<file path="src/rtl/demux_1x16_deser_pkg.sv">
// Shared definitions for the serial-to-parallel word deserializer.
// Holds the state encoding and the default geometry shared with mux-side blocks.
package demux_1x16_deser_pkg;

  localparam int DEFAULT_WIDTH = 16;
  localparam int DEFAULT_SEL_W = $clog2(DEFAULT_WIDTH);

  typedef enum logic [1:0] {
    ST_IDLE    = 2'd0,
    ST_COLLECT = 2'd1,
    ST_HOLD    = 2'd2,
    ST_UNUSED  = 2'd3
  } state_t;

endpackage

</file>
<file path="src/rtl/demux_1x16_deser_bit_index_counter.sv">
// Beat index counter: modulo-2^SEL_W, clear beats increment, tc flags index WIDTH-1.
// Latency: count updates on the edge after inc/clr; tc is combinational from count.
// Backpressure: none; the caller gates inc with its own accept condition.
module bit_index_counter #(
  parameter int WIDTH = 16,
  parameter int SEL_W = $clog2(WIDTH)
) (
  input  logic             clk,
  input  logic             rst_n,
  input  logic             inc,
  input  logic             clr,
  output logic [SEL_W-1:0] count,
  output logic             tc
);

  always_ff @(posedge clk or negedge rst_n) begin
    if (!rst_n) begin
      count <= '0;
    end else if (clr) begin
      count <= '0;
    end else if (inc) begin
      count <= count + 1'b1;
    end
  end

  assign tc = (count == SEL_W'(WIDTH - 1));

endmodule

</file>
<file path="src/rtl/demux_1x16_deser.sv">
// Serial-to-parallel deserializer: one bit per accepted beat into a WIDTH-bit word.
// Latency: word and data_valid appear on the edge that accepts the last beat.
// Backpressure: bit_ready drops while a finished word waits; data_ready releases it.
module demux_1x16_deser
  import demux_1x16_deser_pkg::*;
#(
  parameter int WIDTH     = DEFAULT_WIDTH,
  parameter int SEL_W     = $clog2(WIDTH),
  parameter bit MSB_FIRST = 1'b0
) (
  input  logic             clk,
  input  logic             rst_n,
  input  logic             clear,
  input  logic             bit_in,
  input  logic             bit_valid,
  output logic             bit_ready,
  output logic [SEL_W-1:0] select_out,
  output logic [WIDTH-1:0] data_out,
  output logic             data_valid,
  input  logic             data_ready
);

  state_t             state_q;
  state_t             state_d;
  logic [WIDTH-1:0]   asm_q;
  logic [WIDTH-1:0]   asm_d;
  logic [WIDTH-1:0]   asm_bit;
  logic [WIDTH-1:0]   data_out_d;
  logic               data_valid_d;
  logic               bit_ready_d;
  logic [SEL_W-1:0]   idx;
  logic [SEL_W-1:0]   map_idx;
  logic               idx_tc;
  logic               accept;
  logic               clear_eff;
  logic               cnt_clr;

  assign accept    = bit_valid & bit_ready & (state_q == ST_COLLECT);
  assign clear_eff = clear & ((state_q == ST_COLLECT) | (state_q == ST_HOLD));
  assign map_idx   = MSB_FIRST ? (SEL_W'(WIDTH - 1) - idx) : idx;

  always_comb begin
    asm_bit          = asm_q;
    asm_bit[map_idx] = bit_in;
  end

  // Index also returns to 0 on an illegal state so the frame restarts cleanly.
  assign cnt_clr = clear_eff | (state_q == ST_UNUSED);

  bit_index_counter #(
    .WIDTH (WIDTH),
    .SEL_W (SEL_W)
  ) u_idx (
    .clk   (clk),
    .rst_n (rst_n),
    .inc   (accept & ~clear_eff),
    .clr   (cnt_clr),
    .count (idx),
    .tc    (idx_tc)
  );

  assign select_out = idx;

  always_ff @(posedge clk or negedge rst_n) begin
    if (!rst_n) begin
      state_q <= ST_IDLE;
    end else begin
      state_q <= state_d;
    end
  end

  always_comb begin
    state_d = state_q;
    case (state_q)
      ST_IDLE: state_d = ST_COLLECT;
      ST_COLLECT: begin
        if (!clear && accept && idx_tc) begin
          state_d = ST_HOLD;
        end
      end
      ST_HOLD: begin
        if (clear || data_ready) begin
          state_d = ST_COLLECT;
        end
      end
      default: state_d = ST_IDLE;
    endcase
  end

  always_comb begin
    asm_d        = asm_q;
    data_out_d   = data_out;
    data_valid_d = data_valid;
    bit_ready_d  = bit_ready;
    case (state_q)
      ST_IDLE: begin
        bit_ready_d  = 1'b1;
        data_valid_d = 1'b0;
      end
      ST_COLLECT: begin
        if (clear) begin
          asm_d       = '0;
          bit_ready_d = 1'b1;
        end else if (accept) begin
          asm_d = asm_bit;
          if (idx_tc) begin
            data_out_d   = asm_bit;
            data_valid_d = 1'b1;
            bit_ready_d  = 1'b0;
          end
        end
      end
      ST_HOLD: begin
        // clear drops the unread word but leaves data_out as last seen.
        if (clear) begin
          asm_d        = '0;
          data_valid_d = 1'b0;
          bit_ready_d  = 1'b1;
        end else if (data_ready) begin
          data_valid_d = 1'b0;
          bit_ready_d  = 1'b1;
        end
      end
      default: begin
        asm_d        = '0;
        data_valid_d = 1'b0;
        bit_ready_d  = 1'b0;
      end
    endcase
  end

  always_ff @(posedge clk or negedge rst_n) begin
    if (!rst_n) begin
      asm_q      <= '0;
      data_out   <= '0;
      data_valid <= 1'b0;
      bit_ready  <= 1'b0;
    end else begin
      asm_q      <= asm_d;
      data_out   <= data_out_d;
      data_valid <= data_valid_d;
      bit_ready  <= bit_ready_d;
    end
  end

endmodule

</file>
<file path="config.mk">
export PLATFORM = sky130hd
export DESIGN_NAME = demux_1x16_deser
export DESIGN_NICKNAME = d
export VERILOG_FILES = /design/src/rtl/demux_1x16_deser_pkg.sv /design/src/rtl/demux_1x16_deser_bit_index_counter.sv /design/src/rtl/demux_1x16_deser.sv
export SDC_FILE = /design/constraint.sdc
export NUM_CORES = 1
export LEC_CHECK = 0
export CAP_MARGIN = 15
export CORE_MARGIN = 1
export CORE_UTILIZATION = 55
export DETAILED_ROUTE_END_ITERATION = 6
export GPL_TIMING_DRIVEN = 0
export HOLD_SLACK_MARGIN = 0.05
export PLACE_DENSITY = 0.79
export SLEW_MARGIN = 20
export SYNTH_ARGS = -nofsm -noshare
export SYNTH_HDL_FRONTEND = slang
export SYNTH_SLANG_ARGS = --single-unit
</file>
<file path="constraint.sdc">
create_clock -name clk -period 3.3 [get_ports clk]
set_input_delay 0.825 -clock clk [delete_from_list [all_inputs] [get_ports clk]]
set_output_delay 0.825 -clock clk [all_outputs]
set_load 0.05 [all_outputs]
</file>
==> metrics.cfg <==
[status]
status=complete, no violations

[sta]
rsz_0062_raised_after_global_routing=no
timing.clock.skew_ps=8.35
tightest_slew_ps=546
setup-violations-final=0
report.final.slew_viol_count=0
finalSetupTns_ps=0
finalHoldWorstSlack_ps=483
max_slew_headroom_pct=63.6
fin_crit_sh_pct=75.7
finalHoldViolations=0
peak_freq_ghz=0.400
setup_slack_ps=803
period_minus_slack_ps=2500

[logic_synthesis]
synth.most_common_cell=sky130_fd_sc_hd__dfrtp_1
synth-main-ff-cell=sky130_fd_sc_hd__dfrtp_1
avgSynthCellArea_sq_um=9.82
yosys.area.top_type=sky130_fd_sc_hd__dfrtp_1
synthTopCellsByArea=sky130_fd_sc_hd__dfrtp_1 44%, sky130_fd_sc_hd__mux2i_1 7.0%, sky130_fd_sc_hd__o221ai_2 6.6%, sky130_fd_sc_hd__nand2_1 6.4%, sky130_fd_sc_hd__ha_1 6.0%
postSynth.asyncResetShare_pct=100
netlist_top_cells_count=40 x sky130_fd_sc_hd__dfrtp_1, 39 x sky130_fd_sc_hd__nand2_1, 21 x sky130_fd_sc_hd__nand3_1, 19 x sky130_fd_sc_hd__inv_1, 16 x sky130_fd_sc_hd__mux2i_1
synth.lib_cells_used.distinct=37
synth_seq_cells=40
synthDominantCellAreaShare_pct=44.0
synthesis.yosys.warnings=0
synth-seq-area-share_pct=44.0
synth-edff-count=0
netlist_area_sq_um=2280
syn_inst=232
synth_fp_nets=249

[cts]
ctsHtreeMaxLevel=2
clock_tree_from_tritoncts=done
clock_buffer_count_from_cts=5
total_setup_buffers_inserted_after_cts=0
clkLatencyLatePin_ps=300
cts.hold.buffers_added=0
clock_path_buffers=2
clkSlewWorstSetupHoldPaths_ps=80
cts-resized-gates=0
clock-root-buffer=sky130_fd_sc_hd__clkbuf_8
cts_sinks=40

[cells_and_area]
finish.cell_count_without_fillers=316
synthToLayoutAreaGrowth_pct=18.8
num-fill-cells=355
layout_cells_sized_above_1_pct=13.5
count_of_inserted_antenna_diode_cells=0
area_of_the_multi_input_gates_sq_um=1100
final_nets=282
layout.area.seq_sq_um=1000
finish.utilization_pct=67.6
final_design_area_no_fill_sq_um=2710

[hold_path]
worst_hold_path_type=reg2reg
timing.hold.worst.start=data_out[8]$_DFFE_PN0P_
timing.hold.worst_path_depth=2
hold-path-endpoint=data_out[8]$_DFFE_PN0P_

[placement]
port_buffers=25
gpl.final_weighted_congestion=0.832
place_area_sq_um=2610
hpwlAfterDp_um=3410
detailedPlace.worstSlack_ps=860
place_inst=308

[grt]
grt_util_all_layers_pct=24.8
grt_antenna_before_repair=0
via_count_of_the_first_global_routing_pass=1644
grt_pass1_wl_um=7990
grt_start_max_net_pins=23
grt_remaining_overflow=0

[floorplanning]
die-height_um=66.3
design.core.area_sq_um=4000
placement_rows=23
floorplan.die_area_sq_um=4400
die_x_um=66.3
initial_core_util_pct=56.9
ios=28

[worst_setup_path]
critical_path_required_ps=2470
r2r_setup_slack_ps=1400
timing.critical_path.cells=clkdlybuf4s50_1
critical_path.startpoint_type=register
crit_path_top_delay_cell=sky130_fd_sc_hd__clkdlybuf4s50_1
critical_path.max_fanout=8
ff2ff_path_depth=8
max_stage_delay_ps=860
cpLargestDelayFamily=buffers and inverters
crit_type=reg2out
cp.buffers_inverters=1
worstReg2RegEnd=asm_q[3]$_DFFE_PN0P_
setup.worst_path.end_class=output port
r2r_start=state_q[0]$_DFFE_PN0P_
worstPathArrival_ps=1670

[power]
total_leakage_power_nw=1.22
power-per-cell-area_nw_per_um2=509
total_power_mw=1.38
vdd_ir_drop_max_v=0.000485

[route]
total_drc_errors_in_the_routed_layout=0
drtAntennaViolNets=0
uppermost_layer_routed=met4
first_iter_violations=89
wl_per_cell_um=14.9
wl_met2_um=2250
drt_wl_total_um=4720
vias=1758
wl_met3_um=159
wl_met1_um=2210
drt-vias-per-instance=5.56
drt-pass1-iter-count=4

[flow_run]
timing.max_cap.violations=0

where the power goes:
part	leakage [nW]	internal, mW	switching, mW
Combinational	0.619	0.168	0.308
Sequential	0.553	0.516	0.0406
Clock	0.0510	0.167	0.178
layout by cell type, fill, tap and decap left out, types with 3 or more instances in the layout:
master,count
sky130_fd_sc_hd__a21oi_1,4
sky130_fd_sc_hd__buf_2,6
sky130_fd_sc_hd__buf_6,5
sky130_fd_sc_hd__clkbuf_8,6
sky130_fd_sc_hd__clkdlybuf4s50_1,24
sky130_fd_sc_hd__dfrtp_1,40
sky130_fd_sc_hd__ha_1,11
sky130_fd_sc_hd__inv_1,19
sky130_fd_sc_hd__mux2i_1,16
sky130_fd_sc_hd__nand2_1,39
sky130_fd_sc_hd__nand3_1,21
sky130_fd_sc_hd__nor2_1,7
sky130_fd_sc_hd__nor2b_1,3
sky130_fd_sc_hd__o21ai_0,14
sky130_fd_sc_hd__o21ai_1,8
sky130_fd_sc_hd__o221ai_1,4
sky130_fd_sc_hd__o221ai_2,10
routing by layer:
layer,vias up,GRT usage [%]
met4,0,10.4
li1,870,-
met3,11,6.21
met5,-,0
met1,837,31.5
met2,40,40.1
how the worst max path moves through the flow:
| stage | slack, ps | end | depth (start not counted) | start |
|---|---|---|---|---|
| detailed placement | 860 | asm_q[3]$_DFFE_PN0P_ | 6 | bit_valid |
| global route | 760 | select_out[2] | 1 | u_idx.count[2]$_DFFE_PN0P_ |
| floorplan | 1460 | asm_q[0]$_DFFE_PN0P_ | 7 | bit_valid |
| CTS | 820 | select_out[2] | 1 | u_idx.count[2]$_DFFE_PN0P_ |
| global placement | 360 | u_idx.count[3]$_DFFE_PN0P_ | 1 | rst_n |
| finish | 800 | select_out[2] | 1 | u_idx.count[2]$_DFFE_PN0P_ |
flip-flops by register name (all words and copies together) (netlist names):
name and cells:
asm_q 16, bit_ready 1, data_out 16, data_valid 1
state_q 2, u_idx.count 4
cells by family after synthesis:
family	after synthesis	share of synthesized area (%)
buffers and inverters	32	7.53
flip-flops	40	44.0
AND/OR/NAND/NOR	80	16.9
multiplexers	16	7.03
adder cells (fa/ha/maj)	11	6.04
XOR/XNOR	2	0.769
AO/OA/AOI/OAI	51	17.8
final cells by class:
type / instances / share of cell area [%]
buffer: 13 / 3.70
clock buffer: 6 / 3.05
clock inverter: 2 / 0.370
inverter: 19 / 2.64
multi-input combinational: 160 / 40.8
sequential: 40 / 37.0
tap: 50 / 2.31
timing repair buffer: 26 / 10.1
Power figures use the tool's default switching activity.
